`config.mk`:
```
export PLATFORM = sky130hd
export DESIGN_NAME = cdb_arbiter_flat
export DESIGN_NICKNAME = d
export VERILOG_FILES = /design/src/rtl/cdb_arbiter_if.sv /design/src/rtl/cdb_arbiter.sv /design/src/flat_wrapper.sv
export SDC_FILE = /design/constraint.sdc
export NUM_CORES = 1
export LEC_CHECK = 0
export CAP_MARGIN = 15
export CELL_PAD_IN_SITES_DETAIL_PLACEMENT = 0
export CELL_PAD_IN_SITES_GLOBAL_PLACEMENT = 1
export CORE_ASPECT_RATIO = 1.2
export CORE_UTILIZATION = 30
export DETAILED_ROUTE_END_ITERATION = 8
export GPL_ROUTABILITY_DRIVEN = 0
export PLACE_DENSITY_LB_ADDON = 0.1
export SETUP_SLACK_MARGIN = 0.2
export SYNTH_ARGS = -nofsm -noshare
export SYNTH_HDL_FRONTEND = slang
export SYNTH_SLANG_ARGS = --single-unit
```
`constraint.sdc`:
```
create_clock -name i_clk -period 8.28 [get_ports i_clk]
set_input_delay 0.828 -clock i_clk [delete_from_list [all_inputs] [get_ports i_clk]]
set_output_delay 0.828 -clock i_clk [all_outputs]
set_load 0.03 [all_outputs]
```
`src/rtl/cdb_arbiter_if.sv`:
```
// Result/broadcast bundle between the execution units and the CDB arbiter.
// The master side is the execution units plus the CDB consumers; the slave side is the arbiter.
interface cdb_arbiter_if #(
    parameter int ROB_W = 4
);
    logic             aluValid;
    logic [ROB_W-1:0] aluRobId;
    logic [31:0]      aluValue;
    logic             lsbValid;
    logic [ROB_W-1:0] lsbRobId;
    logic [31:0]      lsbValue;
    logic             aluAlmostFull;
    logic             lsbAlmostFull;
    logic             cdbValid;
    logic [ROB_W-1:0] cdbRobId;
    logic [31:0]      cdbValue;
    logic             cdbSrc;
    logic             overflow;

    modport master (
        output aluValid, aluRobId, aluValue,
        output lsbValid, lsbRobId, lsbValue,
        input  aluAlmostFull, lsbAlmostFull,
        input  cdbValid, cdbRobId, cdbValue, cdbSrc, overflow
    );

    modport slave (
        input  aluValid, aluRobId, aluValue,
        input  lsbValid, lsbRobId, lsbValue,
        output aluAlmostFull, lsbAlmostFull,
        output cdbValid, cdbRobId, cdbValue, cdbSrc, overflow
    );
endinterface

```
`src/rtl/cdb_arbiter.sv`:
```
// Common data bus arbiter: queues ALU and LSB results in per-source FIFOs and
// broadcasts one per cycle, round-robin when both sources have work pending.
module cdb_arbiter #(
    parameter int ROB_W = 4,
    parameter int DEPTH = 4
) (
    input  logic         i_clk,
    input  logic         i_rst,
    input  logic         i_rdy,
    input  logic         i_flush,
    cdb_arbiter_if.slave bus
);
    localparam int PW = $clog2(DEPTH);
    localparam int CW = PW + 1;

    typedef enum logic {
        SRC_ALU = 1'b0,
        SRC_LSB = 1'b1
    } src_t;

    logic [ROB_W-1:0] r_aluRob [DEPTH];
    logic [31:0]      r_aluVal [DEPTH];
    logic [PW-1:0]    r_aluHead;
    logic [PW-1:0]    r_aluTail;
    logic [CW-1:0]    r_aluCount;

    logic [ROB_W-1:0] r_lsbRob [DEPTH];
    logic [31:0]      r_lsbVal [DEPTH];
    logic [PW-1:0]    r_lsbHead;
    logic [PW-1:0]    r_lsbTail;
    logic [CW-1:0]    r_lsbCount;

    src_t             r_lastGrant;
    logic             r_cdbValid;
    logic [ROB_W-1:0] r_cdbRobId;
    logic [31:0]      r_cdbValue;
    src_t             r_cdbSrc;
    logic             r_overflow;

    logic w_active;
    logic w_aluEmpty;
    logic w_lsbEmpty;
    logic w_aluFull;
    logic w_lsbFull;
    logic w_grantAlu;
    logic w_grantLsb;
    logic w_aluPush;
    logic w_lsbPush;
    logic w_aluDrop;
    logic w_lsbDrop;

    assign w_active   = i_rdy && !i_flush;
    assign w_aluEmpty = (r_aluCount == '0);
    assign w_lsbEmpty = (r_lsbCount == '0);
    assign w_aluFull  = (r_aluCount == CW'(DEPTH));
    assign w_lsbFull  = (r_lsbCount == CW'(DEPTH));

    // Grants look only at queue state before the edge; same-cycle inputs never bypass.
    assign w_grantAlu = w_active && !w_aluEmpty && (w_lsbEmpty || r_lastGrant == SRC_LSB);
    assign w_grantLsb = w_active && !w_lsbEmpty && (w_aluEmpty || r_lastGrant == SRC_ALU);

    // A full queue still accepts a push when its head is popped in the same cycle.
    assign w_aluPush = w_active && bus.aluValid && (!w_aluFull || w_grantAlu);
    assign w_lsbPush = w_active && bus.lsbValid && (!w_lsbFull || w_grantLsb);
    assign w_aluDrop = w_active && bus.aluValid && w_aluFull && !w_grantAlu;
    assign w_lsbDrop = w_active && bus.lsbValid && w_lsbFull && !w_grantLsb;

    always_ff @(posedge i_clk) begin
        if (w_aluPush) begin
            r_aluRob[r_aluTail] <= bus.aluRobId;
            r_aluVal[r_aluTail] <= bus.aluValue;
        end
        if (w_lsbPush) begin
            r_lsbRob[r_lsbTail] <= bus.lsbRobId;
            r_lsbVal[r_lsbTail] <= bus.lsbValue;
        end
    end

    always_ff @(posedge i_clk) begin
        if (i_rst) begin
            r_aluHead   <= '0;
            r_aluTail   <= '0;
            r_aluCount  <= '0;
            r_lsbHead   <= '0;
            r_lsbTail   <= '0;
            r_lsbCount  <= '0;
            r_lastGrant <= SRC_LSB;
            r_cdbValid  <= 1'b0;
            r_cdbRobId  <= '0;
            r_cdbValue  <= '0;
            r_cdbSrc    <= SRC_ALU;
            r_overflow  <= 1'b0;
        end else if (i_rdy) begin
            if (i_flush) begin
                r_aluHead  <= '0;
                r_aluTail  <= '0;
                r_aluCount <= '0;
                r_lsbHead  <= '0;
                r_lsbTail  <= '0;
                r_lsbCount <= '0;
                r_cdbValid <= 1'b0;
            end else begin
                if (w_aluPush) r_aluTail <= r_aluTail + PW'(1);
                if (w_lsbPush) r_lsbTail <= r_lsbTail + PW'(1);
                if (w_grantAlu) r_aluHead <= r_aluHead + PW'(1);
                if (w_grantLsb) r_lsbHead <= r_lsbHead + PW'(1);

                case ({w_aluPush, w_grantAlu})
                    2'b10:   r_aluCount <= r_aluCount + CW'(1);
                    2'b01:   r_aluCount <= r_aluCount - CW'(1);
                    default: r_aluCount <= r_aluCount;
                endcase
                case ({w_lsbPush, w_grantLsb})
                    2'b10:   r_lsbCount <= r_lsbCount + CW'(1);
                    2'b01:   r_lsbCount <= r_lsbCount - CW'(1);
                    default: r_lsbCount <= r_lsbCount;
                endcase

                // Without a grant only the valid drops; tag, value and source hold.
                if (w_grantAlu) begin
                    r_cdbValid  <= 1'b1;
                    r_cdbRobId  <= r_aluRob[r_aluHead];
                    r_cdbValue  <= r_aluVal[r_aluHead];
                    r_cdbSrc    <= SRC_ALU;
                    r_lastGrant <= SRC_ALU;
                end else if (w_grantLsb) begin
                    r_cdbValid  <= 1'b1;
                    r_cdbRobId  <= r_lsbRob[r_lsbHead];
                    r_cdbValue  <= r_lsbVal[r_lsbHead];
                    r_cdbSrc    <= SRC_LSB;
                    r_lastGrant <= SRC_LSB;
                end else begin
                    r_cdbValid  <= 1'b0;
                end

                if (w_aluDrop || w_lsbDrop) r_overflow <= 1'b1;
            end
        end
    end

    assign bus.aluAlmostFull = (r_aluCount >= CW'(DEPTH - 1));
    assign bus.lsbAlmostFull = (r_lsbCount >= CW'(DEPTH - 1));
    assign bus.cdbValid      = r_cdbValid;
    assign bus.cdbRobId      = r_cdbRobId;
    assign bus.cdbValue      = r_cdbValue;
    assign bus.cdbSrc        = r_cdbSrc;
    assign bus.overflow      = r_overflow;
endmodule
```
`src/flat_wrapper.sv`:
```
// flat-port wrapper written by rule: the top's interface ports become plain ports
module cdb_arbiter_flat 
#(
    parameter int ROB_W = 4,
    parameter int DEPTH = 4
)
  (i_clk, i_rst, i_rdy, i_flush, bus_aluValid, bus_aluRobId, bus_aluValue, bus_lsbValid, bus_lsbRobId, bus_lsbValue, bus_aluAlmostFull, bus_lsbAlmostFull, bus_cdbValid, bus_cdbRobId, bus_cdbValue, bus_cdbSrc, bus_overflow);
  cdb_arbiter_if #(.ROB_W(ROB_W)) bus_i ();
  input  logic i_clk;
  input  logic i_rst;
  input  logic i_rdy;
  input  logic i_flush;
  input wire logic [$bits(bus_i.aluValid)-1:0] bus_aluValid;
  input wire logic [$bits(bus_i.aluRobId)-1:0] bus_aluRobId;
  input wire logic [$bits(bus_i.aluValue)-1:0] bus_aluValue;
  input wire logic [$bits(bus_i.lsbValid)-1:0] bus_lsbValid;
  input wire logic [$bits(bus_i.lsbRobId)-1:0] bus_lsbRobId;
  input wire logic [$bits(bus_i.lsbValue)-1:0] bus_lsbValue;
  output wire logic [$bits(bus_i.aluAlmostFull)-1:0] bus_aluAlmostFull;
  output wire logic [$bits(bus_i.lsbAlmostFull)-1:0] bus_lsbAlmostFull;
  output wire logic [$bits(bus_i.cdbValid)-1:0] bus_cdbValid;
  output wire logic [$bits(bus_i.cdbRobId)-1:0] bus_cdbRobId;
  output wire logic [$bits(bus_i.cdbValue)-1:0] bus_cdbValue;
  output wire logic [$bits(bus_i.cdbSrc)-1:0] bus_cdbSrc;
  output wire logic [$bits(bus_i.overflow)-1:0] bus_overflow;
  assign bus_i.aluValid = bus_aluValid;
  assign bus_i.aluRobId = bus_aluRobId;
  assign bus_i.aluValue = bus_aluValue;
  assign bus_i.lsbValid = bus_lsbValid;
  assign bus_i.lsbRobId = bus_lsbRobId;
  assign bus_i.lsbValue = bus_lsbValue;
  assign bus_aluAlmostFull = bus_i.aluAlmostFull;
  assign bus_lsbAlmostFull = bus_i.lsbAlmostFull;
  assign bus_cdbValid = bus_i.cdbValid;
  assign bus_cdbRobId = bus_i.cdbRobId;
  assign bus_cdbValue = bus_i.cdbValue;
  assign bus_cdbSrc = bus_i.cdbSrc;
  assign bus_overflow = bus_i.overflow;
  cdb_arbiter #(.ROB_W(ROB_W), .DEPTH(DEPTH)) u_core (.i_clk(i_clk), .i_rst(i_rst), .i_rdy(i_rdy), .i_flush(i_flush), .bus(bus_i));
endmodule
```
==> Implementation_results.wiki, run 1 <==
{| class="wikitable"
! Metric !! Value
|-
| Ordered list of cells on the worst path || clkdlybuf4s50_1 -> nor2b_1 -> nand3_1 -> nor2_1 -> xor2_1 -> ha_1 -> nor2_1 -> nand4_1 -> a2111oi_1 -> mux2i_1 -> a21oi_1
|-
| Effective utilization at floorplan || 30.6%
|-
| Number of H-tree levels || 2
|-
| Die width || 193 µm
|-
| Most numerous cell types in the synthesized netlist || 288 x edfxtp_1, 72 x mux4_2, 69 x nand2_1
|-
| Leading area contributor after synthesis || edfxtp_1
|-
| Met2 demand-to-capacity share in global routing || 25.6%
|-
| Core region area || 42900 µm²
|-
| Peak per-stage delay on the critical path || 0.74 ns
|-
| Die boundary height || 231 µm
|-
| Final hold violations || 0
|-
| Final total negative setup slack || 0 ns
|-
| Number of input and output port buffers inserted || 118
|-
| Max-slew violation count || 0
|-
| GR Layer Usage met3 || 3.82%
|-
| Buffers inserted during post-CTS setup optimization || 0
|-
| Remaining antenna violation count || 0
|-
| Clock period minus worst slack || 3.66 ns
|-
| TritonCTS clock tree || done
|-
| CTS resizes || 0
|-
| Sequential-to-total area share from yosys stat || 74.9%
|-
| Post-synthesis average cell area || 18.2 µm²
|-
| Share of synthesized flip-flops with an asynchronous set or reset || 0%
|-
| Most used routing layer || met2
|-
| Via/cell ratio || 4.79
|-
| Peak supply drop || 0.000140 V
|-
| Clock slew at reported path FFs || 0.06 ns
|-
| Most used flip-flop cell after synthesis || edfxtp_1
|-
| Crit path required time || 8.65 ns
|-
| Count of mapped cells out of synthesis || 720
|-
| Fmax achieved || 0.273 GHz
|-
| Wire length of the first global-routing pass || 46000 µm
|-
| Post-Route Skew || 0.0182 ns
|-
| Total global routing overflow || 0
|-
| DRC marker count from the first detailed-route iteration || 354
|-
| Crit path capture type || flip-flop
|-
| Number of enable-type register cells in the synthesized netlist || 288
|-
| Area added between synthesis and finish || 22.6%
|-
| Number of rows created at floorplan || 83
|-
| Number of global-route vias before repair || 7522
|-
| Setup-failing EPs final || 0
|-
| Synthesized netlist net count || 808
|-
| Power density over the cells || 229 nW/µm²
|-
| Post-synthesis register bit count || 346
|-
| Boundary pin count || 119
|-
| Synth top area share || 66.0%
|-
| Critical path buffers and inverters || 1
|-
| Hold-fix buffers, CTS || 0
|-
| Wire per inst || 21.5 µm
|-
| Max-cap violations || 0
|-
| Drt drc || 19
|-
| Antenna Cells || 0
|-
| Launching element type of the critical path || input pin
|-
| Most used cell along the critical path || nor2_1
|-
| Static power due to leakage || 5.05 nW
|-
| CTS sink cnt || 346
|-
| Placed cell count || 1362
|-
| GR Layer Usage met1 || 16.2%
|-
| Global-route total usage across every layer || 14.2%
|-
| Die Outline Area || 44500 µm²
|-
| Buffer depth of the longest clock path || 3
|-
| TritonCTS Buffers || 39
|-
| Fraction of layout cells with a size suffix above 1 || 16.4%
|-
| NumNets Final || 940
|-
| Length of the first detailed-routing pass in iterations || 6
|-
| Count leader, synth || edfxtp_1
|-
| Total Wirelength || 30800 µm
|-
| Endpoint arrival time on the critical path || 4.03 ns
|-
| Number of non-filler instances in the completed layout || 1431
|-
| Crit share post-route || 44.2%
|-
| Post-synth design cell area || 13100 µm²
|-
| Outcome || finished with violations
|-
| Insertion delay of the later-clocked pin in the worst-skew pair || 0.53 ns
|-
| Worst Path Class, Setup || input pin to flip-flop
|-
| Setup repair after global routing missed its margin || false
|-
| Slew margin rel. || 48.8%
|-
| Largest net degree at the start of global routing || 67
|-
| Count of yosys warnings during synthesis || 0
|-
| Antenna violations before repair || 2
|-
| Overall via count from detail_route || 6852
|-
| Worst path top cell family by delay || simple AND/OR/NAND/NOR gates
|-
| Class of the tightest hold or removal check || flip-flop to flip-flop
|-
| Cells taking the most area after synthesis || edfxtp_1 66%, mux4_2 12%, dfxtp_1 8.9%, a311oi_1 2.0%, nand2_1 2.0%
|-
| Final HPWL from detailed placement || 19600 µm
|-
| Number of different library cells in the post-synthesis netlist || 47
|-
| Critical-path maximum fanout || 13
|-
| Violations in the final reports || design-rule violations
|-
| Crit-path slowest cell || clkdlybuf4s50_1
|-
| Worst Tran Pin Value || 0.768 ns
|-
| Root Driver || clkbuf_16
|}
registers in the layout (all words and copies together) (netlist names), named ones only:
register,cells
u_core.r_aluCount,3
u_core.r_lsbRob,16
u_core.bus.cdbValid,1
u_core.r_aluRob,16
u_core.r_aluVal,128
u_core.bus.cdbSrc,1
u_core.r_lsbTail,2
u_core.r_aluHead,2
u_core.r_lsbVal,128
u_core.bus.cdbValue,32
u_core.r_lsbHead,2
u_core.r_lastGrant,1
u_core.bus.cdbRobId,4
u_core.bus.overflow,1
u_core.r_aluTail,2
u_core.r_lsbCount,3
where the power goes:
group / internal (W) / switching [W]
clock network: 0.000897 / 0.000647
logic: 0.0000939 / 0.000116
registers: 0.00191 / 0.0000139
total: 0.00290 / 0.000777
through the flow:
step	util [%]	total power (W)	area (µm²)	hold WS [ns]	setup slack, ns
finish	37.5	0.00368	16100	0.485	4.62
global route	37.5	0.00383	16100	0.491	4.44
CTS	37.4	0.00374	16000	0.491	4.68
detailed placement	34.8	0.00218	14900	0.481	4.13
global placement	34.8	0.00217	14900	0.465	4.25
floorplan	-	0.00206	13100	0.441	5.30
layout make-up:
cell class | count | area, µm²
Sequential cell | 346 | 9810
Tap cell | 552 | 691
Fill cell | 3969 | 26800
Multi-Input combinational cell | 325 | 3090
Timing Repair Buffer | 134 | 1320
Inverter | 6 | 22.5
Clock buffer | 50 | 1060
Clock inverter | 18 | 77.6
kinds of logic (layout without fill, tap and decap cells):
logic type      after synthesis  in the layout  share of synthesized area (%)
mux                          74             74                           12.5
fa+ha+maj                    10             10                          0.955
buf+inv                      49            208                           1.62
compound gates               75             75                           4.37
simple gates                163            163                           5.47
flops                       346            346                           74.9
xor+xnor                      3              3                          0.201
cell usage in the layout, fill, tap and decap left out, drive strengths merged, types with 9 or more instances in the layout:
cell	count
a311oi	30
and2	9
buf	17
clkbuf	50
clkdlybuf4s50	117
clkinv	17
dfxtp	58
edfxtp	288
ha	10
mux4	72
nand2	69
nor2	53
nor3	16
path summary, 6_finish.rpt:
kind	cells after the start	slack (ns)	start	end
setup / recovery	11	4.62	i_rdy	u_core.r_lsbCount[2]$_SDFFE_PP0P_
hold / removal	1	0.48	u_core.r_aluHead[1]$_SDFFE_PP0P_	flip-flop
setup reg to reg	10	5.18	u_core.r_aluCount[0]$_SDFFE_PP0P_	u_core.r_lsbCount[2]$_SDFFE_PP0P_
hold reg to reg	1	0.48	u_core.r_aluHead[1]$_SDFFE_PP0P_	flip-flop
routing by layer:
layer / share of wire [%] / routed length, µm / up-vias
li1: - / - / 3133
met2: 53 / 16500 / 156
met3: 6.5 / 2000 / 47
met4: 2.5 / 768 / 4
met5: 0.075 / 23 / -
met1: 37 / 11500 / 3512
Power figures use the tool's default switching activity.
==> run 2, diff against run 1 <==
==> constraint.sdc (replaced) <==
create_clock -name i_clk -period 3.2 [get_ports i_clk]
set_input_delay 0.32 -clock i_clk [delete_from_list [all_inputs] [get_ports i_clk]]
set_output_delay 0.32 -clock i_clk [all_outputs]
set_load 0.03 [all_outputs]
==> Implementation_results.wiki, run 2 (synthesis gave the netlist of run 1 again) <==
{| class="wikitable"
! Metric !! Value
|-
| Outcome || finished with violations
|-
| Violations in the final reports || design-rule violations
|-
| Die width || 193 µm (unchanged)
|-
| Insertion delay of the later-clocked pin in the worst-skew pair || 0.52 ns (about the same)
|-
| Crit path required time || 3.56 ns (-5.09 ns)
|-
| Antenna Cells || 0 (unchanged)
|-
| Startpoint of the worst setup timing path || u_core.r_aluCount[0]$_SDFFE_PP0P_
|-
| Number of input and output port buffers inserted || 118 (unchanged)
|-
| Worst hold-check slack || 0.415 ns (-0.0692 ns)
|-
| Core region area || 42900 µm² (unchanged)
|-
| Antenna violations before repair || 1 (-1)
|-
| Critical-path maximum fanout || 9 (-4)
|-
| Number of global-route vias before repair || 7493 (-0.39%)
|-
| Launching element type of the critical path || flip-flop
|-
| Crit share post-route || 84.2%
|-
| Setup WS post-layout || 0.505 ns (-4.11 ns)
|-
| CTS sink cnt || 346 (unchanged)
|-
| Crit path capture type || flip-flop
|-
| Setup repair after global routing missed its margin || false
|-
| Total of fill cells in the finished design || 3949 (-0.50%)
|-
| Max-slew violation count || 0 (unchanged)
|-
| Number of H-tree levels || 2 (unchanged)
|-
| Most frequent cells in the layout || 288 x edfxtp_1, 117 x clkdlybuf4s50_1, 72 x mux4_2, 69 x nand2_1, 56 x dfxtp_1
|-
| Area added between synthesis and finish || 24.6%
|-
| CTS resizes || 0 (unchanged)
|-
| Global-route total usage across every layer || 14.3% (+0.047 points)
|-
| Worst-case register-to-register setup slack || 0.51 ns (-4.67 ns)
|-
| Overall via count from detail_route || 6804 (-0.70%)
|-
| Buffer depth of the longest clock path || 3 (unchanged)
|-
| Final HPWL from detailed placement || 20100 µm (+2.7%)
|-
| Leading cell type in the layout, fill and taps excluded || edfxtp_1
|-
| Buffers inserted during post-CTS setup optimization || 0 (unchanged)
|-
| Fraction of layout cells with a size suffix above 1 || 17.4% (+1.0 points)
|-
| DRC marker count from the first detailed-route iteration || 360 (+1.7%)
|-
| Power density over the cells || 605 nW/µm² (+160%)
|-
| Class of the tightest hold or removal check || input pin to flip-flop
|-
| Peak supply drop || 0.000346 V (+150%)
|-
| Critical path buffers and inverters || 0 (-1)
|-
| Root Driver || clkbuf_16
|-
| Fmax achieved || 0.371 GHz
|-
| Max-cap violations || 0 (unchanged)
|-
| Largest net degree at the start of global routing || 45 (-33%)
|-
| Via/cell ratio || 4.73 (-1.1%)
|-
| Effective utilization at floorplan || 30.6% (unchanged)
|-
| Wire length of the first global-routing pass || 46300 µm (+0.77%)
|-
| NumNets Final || 945 (+0.53%)
|-
| Hold-fix buffers, CTS || 0 (unchanged)
|-
| Critical register-to-register path startpoint || u_core.r_aluCount[0]$_SDFFE_PP0P_
|-
| Boundary pin count || 119 (unchanged)
|-
| Clock slew at reported path FFs || 0.06 ns (about the same)
|-
| Total Wirelength || 31100 µm (+1.1%)
|-
| Depth of the worst register-to-register path || 10 (unchanged)
|-
| Endpoint arrival time on the critical path || 3.06 ns (-0.97 ns)
|-
| Worst Path Class, Setup || flip-flop to flip-flop
|-
| Worst Setup Slack post-DPL || 0.446 ns (-3.68 ns)
|-
| TritonCTS clock tree || done
|-
| TritonCTS Buffers || 39 (unchanged)
|-
| Setup-failing EPs final || 0 (unchanged)
|-
| Endpoint of the most critical setup path || u_core.r_lsbCount[2]$_SDFFE_PP0P_
|-
| Peak per-stage delay on the critical path || 0.52 ns (-0.22 ns)
|-
| Worst reg2reg path endpoint || u_core.r_lsbCount[2]$_SDFFE_PP0P_
|-
| Final total negative setup slack || 0 ns (unchanged)
|-
| Post-Route Skew || 0.0135 ns (-0.00476 ns)
|-
| Length of the first detailed-routing pass in iterations || 7 (+1)
|-
| Worst path top cell family by delay || compound AO/OA/AOI/OAI gates
|-
| Drt drc || 18 (-1)
|-
| Die Outline Area || 44500 µm² (unchanged)
|-
| Static power due to leakage || 5.15 nW (+2.0%)
|-
| Path length in cells of the critical path || 10 (-1)
|-
| Worst Tran Pin Value || 0.873 ns (+0.105 ns)
|-
| Most used cell along the critical path || nor2_1
|-
| Ordered list of cells on the worst path || o31ai_1 -> nand3_1 -> nor2_1 -> xor2_1 -> ha_1 -> nor2_1 -> nand4_1 -> a2111oi_1 -> mux2i_1 -> a21oi_1
|-
| Final hold violations || 0 (unchanged)
|-
| Total global routing overflow || 0 (unchanged)
|-
| Remaining antenna violation count || 0 (unchanged)
|-
| Wire per inst || 21.6 µm (+0.65%)
|-
| Number of rows created at floorplan || 83 (unchanged)
|-
| Crit-path slowest cell || o31ai_1
|-
| Clock period minus worst slack || 2.69 ns
|-
| Die boundary height || 231 µm (unchanged)
|-
| Slew margin rel. || 41.8% (-7.0 points)
|}
[run 2: cell count changes in the layout (fill, tap and decap cells not counted)]
| cell | change |
|---|---|
| clkbuf_1 | +3 |
| clkinv_2 | -1 |
| buf_12 | +10 |
| clkinv_1 | -7 |
| clkbuf_8 | +3 |
| buf_16 | -1 |
| bufinv_16 | +3 |
| buf_4 | -4 |
[run 2: report_power, final]
group          switching (W)  total [W]  leakage [nW]  internal [W]
combinational       0.000299   0.000550          1.47      0.000251
clock                0.00169    0.00434         0.607       0.00265
sequential         0.0000449    0.00500          3.07       0.00495
[run 2: final cells by class]
| type | count | area (µm²) | share of cell area [%] |
|---|---|---|---|
| inverters | 6 | 22.5 | 0.138 |
| clock inverters | 13 | 136 | 0.835 |
| multi-input cells | 325 | 3090 | 19.0 |
| clock buffers | 56 | 1110 | 6.81 |
| repair buffers | 139 | 1460 | 8.94 |
| well taps | 552 | 691 | 4.23 |
| flip-flops and latches | 346 | 9810 | 60.1 |
[run 2: stage by stage]
step                power [W]  cell area, µm²  utilization (%)  cells
floorplan             0.00534           13100                -    720
global placement      0.00564           15100             35.2   1368
detailed placement    0.00565           15100             35.2   1368
CTS                    0.0100           16300             38.1   1437
global route           0.0102           16300             38.1   1437
finish                0.00988           16300             38.1   1437
[run 2: how the worst min path moves through the flow]
stage | slack, ns | start | cells past startpoint | endpoint
floorplan | 0.42 | bus_aluRobId[0] | 0 | u_core.r_aluRob[0][0]$_DFFE_PP_
global placement | 0.45 | u_core.r_aluHead[1]$_SDFFE_PP0P_ | 1 | flip-flop
detailed placement | 0.48 | u_core.bus.cdbValid$_SDFFE_PP0P_ | 2 | u_core.bus.cdbValid$_SDFFE_PP0P_
CTS | 0.38 | i_rst | 2 | u_core.bus.cdbValid$_SDFFE_PP0P_
global route | 0.41 | bus_lsbValue[9] | 1 | u_core.r_lsbVal[2][9]$_DFFE_PP_
finish | 0.42 | i_rst | 2 | u_core.bus.cdbValid$_SDFFE_PP0P_
[run 2: worst register-to-register path, cell delays in order (launching register included)]
cell,delay (ns)
dfxtp_1,0.39
o31ai_1,0.52
nand3_1,0.17
nor2_1,0.16
xor2_1,0.09
ha_1,0.23
nor2_1,0.10
nand4_1,0.11
a2111oi_1,0.44
mux2i_1,0.24
a21oi_1,0.08
[run 2: per-layer routing]
layer | track usage, % | vias up | wire length (µm) | share of wire (%)
li1 | - | 3152 | - | -
met1 | 16.4 | 3455 | 12100 | 39
met2 | 25.8 | 159 | 16500 | 53
met3 | 3.57 | 36 | 1870 | 6.0
met4 | 4.23 | 2 | 637 | 2.0
met5 | 0 | - | 11 | 0.035
==> run 3, diff against run 2 <==
==> constraint.sdc (replaced) <==
create_clock -name i_clk -period 2.7 [get_ports i_clk]
set_input_delay 0.27 -clock i_clk [delete_from_list [all_inputs] [get_ports i_clk]]
set_output_delay 0.27 -clock i_clk [all_outputs]
set_load 0.03 [all_outputs]
==> Implementation_results.wiki, run 3 (synthesis gave the netlist of run 1 again) <==
{| class="wikitable"
! Metric !! Value
|-
| Part of the total power dissipated in combinational logic || 5.9% (+0.3 points)
|-
| TritonCTS clock tree || done
|-
| Placed inst area || 15200 µm² (+0.65%)
|-
| Critical register-to-register path startpoint || u_core.r_aluCount[2]$_SDFFE_PP0P_
|-
| Endpoint arrival time on the critical path || 2.86 ns (-0.20 ns)
|-
| Fraction of layout cells with a size suffix above 1 || 18.9% (+1.5 points)
|-
| Crit share post-route || 89.7% (+5.5 points)
|-
| Insertion delay of the later-clocked pin in the worst-skew pair || 0.53 ns (about the same)
|-
| Drt drc || 12 (-6)
|-
| Placed cell count || 1377 (+0.66%)
|-
| Launching element type of the critical path || flip-flop
|-
| Max-cap violations || 0 (unchanged)
|-
| Root Driver || clkbuf_16
|-
| CTS sink cnt || 346 (unchanged)
|-
| Wire length of the first global-routing pass || 46700 µm (+0.84%)
|-
| Wire per inst || 21.6 µm (about the same)
|-
| Via/cell ratio || 4.80 (+1.5%)
|-
| Post-Route Skew || 0.0187 ns (+0.00527 ns)
|-
| Startpoint of the worst setup timing path || u_core.r_aluCount[2]$_SDFFE_PP0P_
|-
| Area used by multi-input combinational logic || 3110 µm² (+0.49%)
|-
| NumNets Final || 953 (+0.85%)
|-
| Die width || 193 µm (unchanged)
|-
| Number of global-route vias before repair || 7627 (+1.8%)
|-
| Most frequent cells in the layout || 288 x edfxtp_1, 117 x clkdlybuf4s50_1, 72 x mux4_2, 69 x nand2_1
|-
| Number of rows created at floorplan || 83 (unchanged)
|-
| Worst Path Class, Setup || flip-flop to flip-flop
|-
| Number of H-tree levels || 2 (unchanged)
|-
| Clock slew at reported path FFs || 0.06 ns (about the same)
|-
| Finished Cell Area || 16400 µm² (+0.30%)
|-
| Hold Path Cell Cnt || 2 (unchanged)
|-
| Final HPWL from detailed placement || 20200 µm (+0.66%)
|-
| Slew margin rel. || 61.1% (+19 points)
|-
| Total Wirelength || 31300 µm (+0.62%)
|-
| Internal power contribution || 0.00905 W (+15%)
|-
| Source of the worst hold timing path || i_rst
|-
| TritonCTS Buffers || 38 (-2.6%)
|-
| Fmax achieved || 0.413 GHz (+11%)
|-
| Max-slew violation count || 0 (unchanged)
|-
| Total of fill cells in the finished design || 3978 (+0.73%)
|-
| Worst-case register-to-register setup slack || 0.28 ns (-0.23 ns)
|-
| Leading cell type in the layout, fill and taps excluded || edfxtp_1
|-
| Crit-path slowest cell || or4_1
|-
| Total global routing overflow || 0 (unchanged)
|-
| Critical-path maximum fanout || 8 (-1)
|-
| Flip-flop and latch area || 9820 µm² (about the same)
|-
| Switching power as a share of total power || 21.4% (+0.81 points)
|-
| Setup repair after global routing missed its margin || false
|-
| Remaining antenna violation count || 0 (unchanged)
|-
| Final hold violations || 0 (unchanged)
|-
| Core region area || 42900 µm² (unchanged)
|-
| Clock period minus worst slack || 2.42 ns (-0.273 ns)
|-
| Ordered list of cells on the worst path || or3_4 -> o211ai_2 -> nor2_1 -> xor2_1 -> ha_1 -> or4_1 -> a211o_1 -> a31oi_1
|-
| Endpoint of the worst hold-timing path || u_core.r_lsbTail[0]$_SDFFE_PP0P_
|-
| Overall via count from detail_route || 6947 (+2.1%)
|-
| Worst Tran Pin Value || 0.582 ns (-0.291 ns)
|-
| Static power due to leakage || 5.18 nW (+0.45%)
|-
| Depth of the worst register-to-register path || 8 (-2)
|-
| Violations in the final reports || design-rule violations
|-
| Critical path buffers and inverters || 0 (unchanged)
|-
| Boundary pin count || 119 (unchanged)
|-
| Crit path required time || 3.14 ns (-0.42 ns)
|-
| Class of the tightest hold or removal check || input pin to flip-flop
|-
| Antenna Cells || 0 (unchanged)
|-
| Area added between synthesis and finish || 25.0%
|-
| Peak supply drop || 0.000353 V (+2.0%)
|-
| Number of non-filler instances in the completed layout || 1446 (+0.63%)
|-
| Number of input and output port buffers inserted || 118 (unchanged)
|-
| Die Outline Area || 44500 µm² (unchanged)
|-
| Sequential Power Share || 51.4% (+0.9 points)
|-
| Peak per-stage delay on the critical path || 0.50 ns (-0.02 ns)
|-
| Path length in cells of the critical path || 8 (-2)
|-
| Buffer depth of the longest clock path || 3 (unchanged)
|-
| Switching pwr || 0.00246 W (+21%)
|-
| Worst path top cell family by delay || simple AND/OR/NAND/NOR gates
|-
| Final total negative setup slack || 0 ns (unchanged)
|-
| Worst reg2reg path endpoint || u_core.r_aluCount[2]$_SDFFE_PP0P_
|-
| Largest net degree at the start of global routing || 67 (+49%)
|-
| Setup WS post-layout || 0.279 ns (-0.227 ns)
|-
| Worst hold-check slack || 0.178 ns (-0.237 ns)
|-
| Setup-failing EPs final || 0 (unchanged)
|-
| Die boundary height || 231 µm (unchanged)
|-
| Power density over the cells || 703 nW/µm² (+16%)
|-
| Antenna violations before repair || 0 (-1)
|-
| Outcome || finished with violations
|-
| Worst Setup Slack post-DPL || 0.0428 ns (-0.404 ns)
|-
| Global-route total usage across every layer || 14.4% (+0.12 points)
|-
| Clock power share || 42.8% (-1.1 points)
|-
| DRC marker count from the first detailed-route iteration || 400 (+11%)
|-
| Length of the first detailed-routing pass in iterations || 6 (-1)
|-
| Crit path capture type || flip-flop
|-
| Effective utilization at floorplan || 30.6% (unchanged)
|}
run 3: changes by cell type in the layout (fill, tap and decap cells not counted), moves of 2 or more:
cell       previous run  this run
clkbuf_1             12         8
dfxtp_1              56        53
buf_4                11        18
clkinv_1              5         9
dfxtp_2               2         5
inv_6                 0         3
buf_12               10        12
clkbuf_16            41        38
run 3: metal layers:
layer  vias to the layer above  share of wire, %  GRT usage, %
met5                         -                 0             0
met4                         0               3.8          6.30
met3                        57               5.6          3.03
met2                       177                53          25.8
met1                      3546                38          16.3
li1                       3167                 -             -
run 3: cell type report:
class | instances | area share, %
Sequential cell | 346 | 59.9
Multi-Input combinational cell | 325 | 19.0
Timing Repair Buffer | 148 | 9.47
Clock buffer | 49 | 6.24
Tap cell | 552 | 4.22
Clock inverter | 20 | 1.00
Inverter | 6 | 0.138
run 3: how the worst max path moves through the flow:
stage / endpoint
after floorplan: u_core.r_aluCount[2]$_SDFFE_PP0P_
after global placement: u_core.r_lsbCount[2]$_SDFFE_PP0P_
after detailed placement: u_core.r_aluCount[2]$_SDFFE_PP0P_
after CTS: u_core.r_lsbCount[2]$_SDFFE_PP0P_
after global routing: u_core.r_aluCount[2]$_SDFFE_PP0P_
final: u_core.r_aluCount[2]$_SDFFE_PP0P_
run 3: worst reg2reg max path: stages (launching register included):
cell and delay, ns:
dfxtp_2 0.36, or3_4 0.43, o211ai_2 0.09, nor2_1 0.07
xor2_1 0.16, ha_1 0.22, or4_1 0.50, a211o_1 0.31
a31oi_1 0.19
run 3: through the flow:
| stage | total power, W | util, % |
|---|---|---|
| after floorplan | 0.00633 | - |
| after global placement | 0.00670 | 35.4 |
| after detailed placement | 0.00672 | 35.4 |
| after CTS | 0.0117 | 38.1 |
| after global routing | 0.0120 | 38.2 |
| final | 0.0115 | 38.2 |
run 3: repair_timing:
action	in CTS	in global routing
setup buffers	0	0
setup endpoints to repair	0	2
hold endpoints to repair	0	0
hold buffers	0	0
resized for setup	0	5
run 3: power groups by stage:
stage               registers [W]  clock network, W  logic (W)
floorplan                 0.00608                 0   0.000253
global placement          0.00602                 0   0.000680
detailed placement        0.00603                 0   0.000691
CTS                       0.00591           0.00510   0.000695
global route              0.00592           0.00532   0.000732
finish                    0.00591           0.00492   0.000677
